<file path="config.mk">
export PLATFORM = sky130hd
export DESIGN_NAME = btn_encoder
export DESIGN_NICKNAME = d
export VERILOG_FILES = /design/src/rtl/btn_encoder_pkg.sv /design/src/rtl/btn_debounce.sv /design/src/rtl/btn_encoder.sv
export SDC_FILE = /design/constraint.sdc
export NUM_CORES = 1
export LEC_CHECK = 0
export CORE_ASPECT_RATIO = 1.5
export CORE_MARGIN = 5
export CORE_UTILIZATION = 65
export CTS_BUF_LIST = sky130_fd_sc_hd__clkbuf_8
export CTS_CLUSTER_DIAMETER = 80
export DETAILED_ROUTE_END_ITERATION = 6
export PLACE_DENSITY = 0.85
export SETUP_SLACK_MARGIN = 0.02
export SYNTH_ARGS = -nofsm -noshare
export SYNTH_HDL_FRONTEND = slang
export SYNTH_HIERARCHICAL = 1
export SYNTH_SLANG_ARGS = --single-unit
</file>
<file path="constraint.sdc">
create_clock -name btnClk -period 2.4 [get_ports btnClk]
set_clock_uncertainty 0.1 [all_clocks]
set_input_delay 0.24 -clock btnClk [delete_from_list [all_inputs] [get_ports btnClk]]
set_output_delay 0.24 -clock btnClk [all_outputs]
set_load 0.02 [all_outputs]
</file>
<file path="src/rtl/btn_encoder_pkg.sv">
// Shared step codes, FSM encoding and small helpers for the pushbutton encoder.
// The position consumer decodes the same BTN_* constants.
package btn_encoder_pkg;

    localparam logic [3:0] BTN_UP    = 4'd8;
    localparam logic [3:0] BTN_DOWN  = 4'd4;
    localparam logic [3:0] BTN_RIGHT = 4'd2;
    localparam logic [3:0] BTN_LEFT  = 4'd1;
    localparam logic [3:0] BTN_NONE  = 4'd0;

    localparam logic [15:0] CNT_MAX = 16'hFFFF;

    typedef enum logic [1:0] {
        ST_IDLE   = 2'd0,
        ST_HOLD   = 2'd1,
        ST_REPEAT = 2'd2
    } btn_state_e;

    function automatic logic is_one_hot(input logic [3:0] v);
        return (v != 4'd0) && ((v & (v - 4'd1)) == 4'd0);
    endfunction

    // Interval counters stick at all-ones instead of wrapping.
    function automatic logic [15:0] sat_inc(input logic [15:0] c);
        return (c == CNT_MAX) ? c : (c + 16'd1);
    endfunction

endpackage

</file>
<file path="src/rtl/btn_debounce.sv">
// One-bit synchronizer chain followed by a stable-level debouncer.
module btn_debounce
    import btn_encoder_pkg::*;
#(
    parameter int SYNC_STAGES     = 2,
    parameter int DEBOUNCE_CYCLES = 4
) (
    input  logic btnClk,
    input  logic rst,
    input  logic raw,
    output logic level
);

    localparam logic [15:0] DB_LAST = 16'(DEBOUNCE_CYCLES - 1);

    logic [SYNC_STAGES-1:0] sync_r;
    logic [15:0]            cnt_r;
    logic                   level_r;
    logic                   synced_s;

    assign synced_s = sync_r[SYNC_STAGES-1];
    assign level    = level_r;

    // Metastability chain for the asynchronous raw level.
    always_ff @(posedge btnClk or posedge rst) begin
        if (rst) begin
            sync_r <= {SYNC_STAGES{1'b0}};
        end else begin
            sync_r[0] <= raw;
            for (int i = 1; i < SYNC_STAGES; i++) begin
                sync_r[i] <= sync_r[i-1];
            end
        end
    end

    // Accept a new level only after DEBOUNCE_CYCLES disagreeing samples in a row.
    always_ff @(posedge btnClk or posedge rst) begin
        if (rst) begin
            cnt_r   <= 16'd0;
            level_r <= 1'b0;
        end else if (synced_s == level_r) begin
            cnt_r <= 16'd0;
        end else if (cnt_r == DB_LAST) begin
            cnt_r   <= 16'd0;
            level_r <= synced_s;
        end else begin
            cnt_r <= sat_inc(cnt_r);
        end
    end

endmodule

</file>
<file path="src/rtl/btn_encoder.sv">
// Four-button step encoder: debounced one-hot presses become single-cycle step
// codes, with a first auto-repeat after HOLD_DELAY and then every REPEAT_PERIOD.
module btn_encoder
    import btn_encoder_pkg::*;
#(
    parameter int SYNC_STAGES     = 2,
    parameter int DEBOUNCE_CYCLES = 4,
    parameter int HOLD_DELAY      = 8,
    parameter int REPEAT_PERIOD   = 4
) (
    input  logic       btnClk,
    input  logic       rst,
    input  logic       btnU_raw,
    input  logic       btnD_raw,
    input  logic       btnR_raw,
    input  logic       btnL_raw,
    input  logic       enable,
    output logic [3:0] btns,
    output logic       btn_held
);

    localparam logic [15:0] HOLD_LAST = 16'(HOLD_DELAY - 1);
    localparam logic [15:0] REP_LAST  = 16'(REPEAT_PERIOD - 1);

    logic [3:0]  deb_s;
    logic        valid_s;
    btn_state_e  state_r;
    btn_state_e  state_next_s;
    logic [15:0] cnt_r;
    logic [15:0] cnt_next_s;
    logic [3:0]  code_r;
    logic [3:0]  code_next_s;
    logic [3:0]  btns_next_s;
    logic        held_next_s;

    btn_debounce #(.SYNC_STAGES(SYNC_STAGES), .DEBOUNCE_CYCLES(DEBOUNCE_CYCLES)) u_deb_up (
        .btnClk(btnClk), .rst(rst), .raw(btnU_raw), .level(deb_s[3])
    );
    btn_debounce #(.SYNC_STAGES(SYNC_STAGES), .DEBOUNCE_CYCLES(DEBOUNCE_CYCLES)) u_deb_down (
        .btnClk(btnClk), .rst(rst), .raw(btnD_raw), .level(deb_s[2])
    );
    btn_debounce #(.SYNC_STAGES(SYNC_STAGES), .DEBOUNCE_CYCLES(DEBOUNCE_CYCLES)) u_deb_right (
        .btnClk(btnClk), .rst(rst), .raw(btnR_raw), .level(deb_s[1])
    );
    btn_debounce #(.SYNC_STAGES(SYNC_STAGES), .DEBOUNCE_CYCLES(DEBOUNCE_CYCLES)) u_deb_left (
        .btnClk(btnClk), .rst(rst), .raw(btnL_raw), .level(deb_s[0])
    );

    assign valid_s = is_one_hot(deb_s);

    // State, interval counter, latched code and registered outputs.
    always_ff @(posedge btnClk or posedge rst) begin
        if (rst) begin
            state_r  <= ST_IDLE;
            cnt_r    <= 16'd0;
            code_r   <= BTN_NONE;
            btns     <= BTN_NONE;
            btn_held <= 1'b0;
        end else begin
            state_r  <= state_next_s;
            cnt_r    <= cnt_next_s;
            code_r   <= code_next_s;
            btns     <= btns_next_s;
            btn_held <= held_next_s;
        end
    end

    // Next-state selection; disable or a zero/multi-hot vector always returns to idle.
    always_comb begin
        state_next_s = state_r;
        if (!enable || !valid_s) begin
            state_next_s = ST_IDLE;
        end else begin
            case (state_r)
                ST_IDLE: state_next_s = ST_HOLD;
                ST_HOLD: begin
                    if (deb_s != code_r) begin
                        state_next_s = ST_HOLD;
                    end else if (cnt_r == HOLD_LAST) begin
                        state_next_s = ST_REPEAT;
                    end else begin
                        state_next_s = ST_HOLD;
                    end
                end
                ST_REPEAT: begin
                    if (deb_s != code_r) begin
                        state_next_s = ST_HOLD;
                    end else begin
                        state_next_s = ST_REPEAT;
                    end
                end
                default: state_next_s = ST_IDLE;
            endcase
        end
    end

    // Next values of the pulse, held flag, interval counter and latched code.
    always_comb begin
        btns_next_s = BTN_NONE;
        held_next_s = 1'b0;
        cnt_next_s  = 16'd0;
        code_next_s = code_r;
        if (!enable || !valid_s) begin
            code_next_s = BTN_NONE;
        end else begin
            case (state_r)
                ST_IDLE: begin
                    btns_next_s = deb_s;
                    code_next_s = deb_s;
                end
                ST_HOLD: begin
                    if (deb_s != code_r) begin
                        btns_next_s = deb_s;
                        code_next_s = deb_s;
                    end else if (cnt_r == HOLD_LAST) begin
                        btns_next_s = deb_s;
                        held_next_s = 1'b1;
                    end else begin
                        cnt_next_s = sat_inc(cnt_r);
                    end
                end
                ST_REPEAT: begin
                    if (deb_s != code_r) begin
                        btns_next_s = deb_s;
                        code_next_s = deb_s;
                    end else if (cnt_r == REP_LAST) begin
                        btns_next_s = deb_s;
                        held_next_s = 1'b1;
                    end else begin
                        held_next_s = 1'b1;
                        cnt_next_s  = sat_inc(cnt_r);
                    end
                end
                default: begin
                    code_next_s = BTN_NONE;
                end
            endcase
        end
    end

endmodule

</file>
[Word level (Yosys, flattened, before mapping)]
Index checks and enable logic that the tools add are counted.
Operators by class
  reductions and logical operators: 12
  multiplexer cells: 38
  add/subtract/negate cells: 6
  bitwise operators: 5
  eq/ne operators: 23
Operators by type and width (count)
  2-to-1 mux 16 bit: 18
  adder 16 x 1 -> 16 bit (second input constant): 5
  == test 16 bit (second input constant): 5
  == test 16 x 2 -> 1 bit (second input constant): 5
  case mux 16 bit (2 select lines): 1
  2-to-1 mux 4 bit: 7
  == test 16 x 3 -> 1 bit (second input constant): 1
  inequality test 3 x 1 -> 1 bit (second input constant): 5
  case mux 4 bit (3 select lines): 1
  2-to-1 mux 2 bit: 4
  case mux 4 bit (2 select lines): 1
  AND reduction 2 bit: 4
  case mux 2 bit (3 select lines): 1
  bitwise AND 4 bit: 1
  == test 1 bit: 4
  logical NOT 4 bit: 1
  2-to-1 mux 1 bit: 4
  inequality test 4 bit: 1
  inverter 1 bit: 4
  nonzero test 4 bit: 1
  subtractor 4 x 1 -> 4 bit (second input constant): 1
  == test 2 x 1 -> 1 bit (second input constant): 1
  == test 2 bit (second input constant): 1
  logical NOT 1 bit: 2
  other kinds (5): 5
Storage, ports and cells
  register bits: 103
  logic and storage cells: 101
  bits of input ports: 7
  output and inout port bits: 5

[Depth between registers and ports, before layout]
  depth after elaboration: 7
  depth in mapped cells: 7
  gate-level depth less buffers: 6

[Modules after synthesis]
Netlist, hierarchy kept.
By module, submodules not included
  btn_debounce: times used 4, area each 1036.0 µm², cells an instance 106, sequential area each 475.5 µm²
  btn_encoder: times used 1, area each 1537.7 µm², cells an instance 163, sequential area each 675.6 µm²

[Worst setup path after synthesis]
No wires, ideal clock.
  kind: register to register
  from: register cnt_r[0] (netlist name)
  to: register cnt_r[8] (netlist name)
  period minus slack after synthesis: 1870 ps
  data required time: 2180 ps
  setup time: 120 ps
  cell stages (with the launch flop): 8
  arrival: 1650 ps
  path slack: 530 ps
  path buffers: 1
  path through: dfrtp_1 -> ha_1 -> nor4bb_1 -> and4_2 -> and2b_2 -> o21ai_4 -> buf_6 -> nor2_1

==> results.ini <==
[outcome]
status=completed

[critical_path]
setup.worst_path.start_class=register
cp.required_ns=2.58
cp-end-kind=register
crit_path_max_fanout=16
setup.worst_path.class=register to register
crit_arrival_ns=2.38
crit_start=u_deb_right/level
r2r-start=u_deb_right/level
r2r_cells=5

[synth]
syn_avg_cell_area_sq_um=9.68
synth_common_cells=103 x dfrtp_1, 62 x nor2_1, 43 x nand2_1, 37 x a21oi_1, 30 x nor3_1
synth_compound_area_share_pct=11.9
seq_area_frac_synth_pct=45.4
yosysWarningCount=6
synth_most_common_cell=dfrtp_1
async_flop_share_pct=100
synthAdderAreaFrac_pct=1.98
synth-xor-area-share_pct=3.24
netlist-cell-type-count=53
synth-edff-count=0
synth_top_family_by_area=simple AND/OR/NAND/NOR gates
synth_cells=587
syn-num-nets=603
synth_area_leaders=dfrtp_1 45%, nor2_1 4.1%, a21oi_1 3.3%
yosysTopAreaCellShare_pct=45.4
syn_area_sq_um=5680
synth_top_area_cell=dfrtp_1
synth.mux.area_fraction_pct=3.26
yosys_most_used_dff=dfrtp_1
synthSimpleGateAreaFrac_pct=30.6
synth-seq-cells=103

[place]
place_hpwl_microns=8450
gp_congestion=0.898
place.port_buffers=11
dp_slack_ns=0.158

[timing]
setup_ws_ns=0.195
drv_slew=0
hold_viol=0
max_slew.worst_pin.slew_ns=0.735
slew_headroom_pct=51.0
fin_setup_tns_ns=0
fmax_mhz=453
period_share_pct=91.9
setup_viol_count_final=0
rsz0062_at_grt=no
min_period_ns=2.21

[global_route]
grt.total_usage_pct=23.1
antenna_found_initial=0
grt_pass1_wl_microns=20700
overflow=0
grt_max_degree=28
grt_pass1_vias=4722

[clocking]
cts_max_level=3
cts.clk_slew.worst_paths_ns=0.09
ctsHoldBuffers=0
cts_root_buf=clkbuf_8
cts.sinks=103
cts_tree=built
cts_buffers=9
cts_buffer_depth=2
clock_latency_ns=0.36

[detailed_routing]
drt_pre_antenna_iters=5
ant_nets=0
routed.top_layer=met4
wire_per_inst_microns=16.7
met2_length_microns=6450
drt_iter0_drc=307
viasPerCell=6.57
remaining_drc_errors=0
via_count=4709
wl_met3_microns=474
drt-met1-wl_microns=4740
wl_microns=12000

[finish]
regArea_sq_um=2580
fillers=631
drive_gt1_share_pct=10.7
final_nets=621
antenna_cells=0
areaGrowthSynthToFinish_pct=6.87
multi_input_area_sq_um=2910

[floorplanning]
dieHeight_microns=125
core-area_sq_um=8460
dieArea_sq_um=10700
io_pins=12
initial_core_util_pct=67.1
row_count=41
die_x_microns=86.3

[flow_run]
drv_cap=0

[power]
p_per_area_nw_per_um2=673
ir_drop_uv=508
p_total_mw=4.09
leakagePower_nw=2.40

[hold_path]
hold_path_class=input pin to register
worstHoldStart=btnD_raw
whs_path_depth=1

## power by group
group	switching [mW]	internal (mW)	total [mW]
clock	0.559	0.498	1.06
sequential	0.234	1.90	2.13
combinational	0.554	0.348	0.902
total	1.35	2.74	4.09
## sequential cells by signal (all words and copies together) (netlist names)
| signal | flops |
|---|---|
| u_deb_right/level | 1 |
| btns | 4 |
| u_deb_down/sync_r | 2 |
| u_deb_down/cnt_r | 16 |
| u_deb_right/cnt_r | 16 |
| u_deb_down/level | 1 |
| u_deb_up/sync_r | 2 |
| u_deb_up/level | 1 |
| u_deb_left/level | 1 |
| u_deb_right/sync_r | 2 |
| u_deb_left/cnt_r | 16 |
| btn_held | 1 |
| state_r | 2 |
| u_deb_up/cnt_r | 16 |
| code_r | 4 |
| cnt_r | 16 |
| u_deb_left/sync_r | 2 |
## placed cells by master (no fill, tap or decap), drive strengths merged, types with 11 or more instances in the layout
master and count:
dfrtp 103, a21oi 37, o21ai 22, nor4 27, inv 24, nor3 32
xnor2 13, nor2 62, mux2i 14, nand2 43, o31ai 12, nand4 30
clkdlybuf4s50 11, or4 16, nand3 25
## metal layers
layer	vias to the layer above	GRT usage [%]
li1	2232	-
met1	2298	26.9
met2	145	39.9
met3	34	2.78
met4	0	13.0
met5	-	0
## critical path, stage by stage, from the launching register on
cell	delay (ns)
dfrtp_1	0.50
xnor2_1	0.17
or3_4	0.37
a211oi_4	0.48
o21ai_4	0.23
nor3_1	0.26
## stage by stage
step / hold slack [ns] / area, sq um / std cells / util, %
2_1_floorplan: 0.0911 / 5680 / 587 / -
3_3_place_gp: 0.233 / 5860 / 699 / 69.2
3_5_place_dp: 0.237 / 5860 / 699 / 69.2
4_1_cts: 0.204 / 6050 / 715 / 71.5
5_1_grt: 0.201 / 6070 / 717 / 71.7
6_report: 0.218 / 6070 / 717 / 71.7
## final timing paths
path / end / slack (ns)
max: cnt_r[2] / 0.19
min: u_deb_down/sync_r[0] / 0.22
max reg2reg: cnt_r[2] / 0.19
min reg2reg: u_deb_right/sync_r[1] / 0.26
max in group asynchronous: u_deb_up/cnt_r[1] / 1.38
min in group asynchronous: btns[2] / 0.28
## repair_timing
item,CTS,global route
setup buffers,0,2
gates resized for setup,0,1
setup endpoints to repair,0,5
## final cells by class
type,instances,share of cell area [%]
clock buffers,10,2.27
clock inverters,6,0.886
inverters,21,1.30
multi-input cells,449,47.8
flip-flops and latches,103,42.4
well taps,107,2.20
repair buffers,21,3.05
## logic make-up after synthesis
logic type,count (synthesis)
mux,18
compound gates,106
fa+ha+maj,9
xor+xnor,21
flops,103
buf+inv,35
simple gates,295
Power figures use the tool's default switching activity.
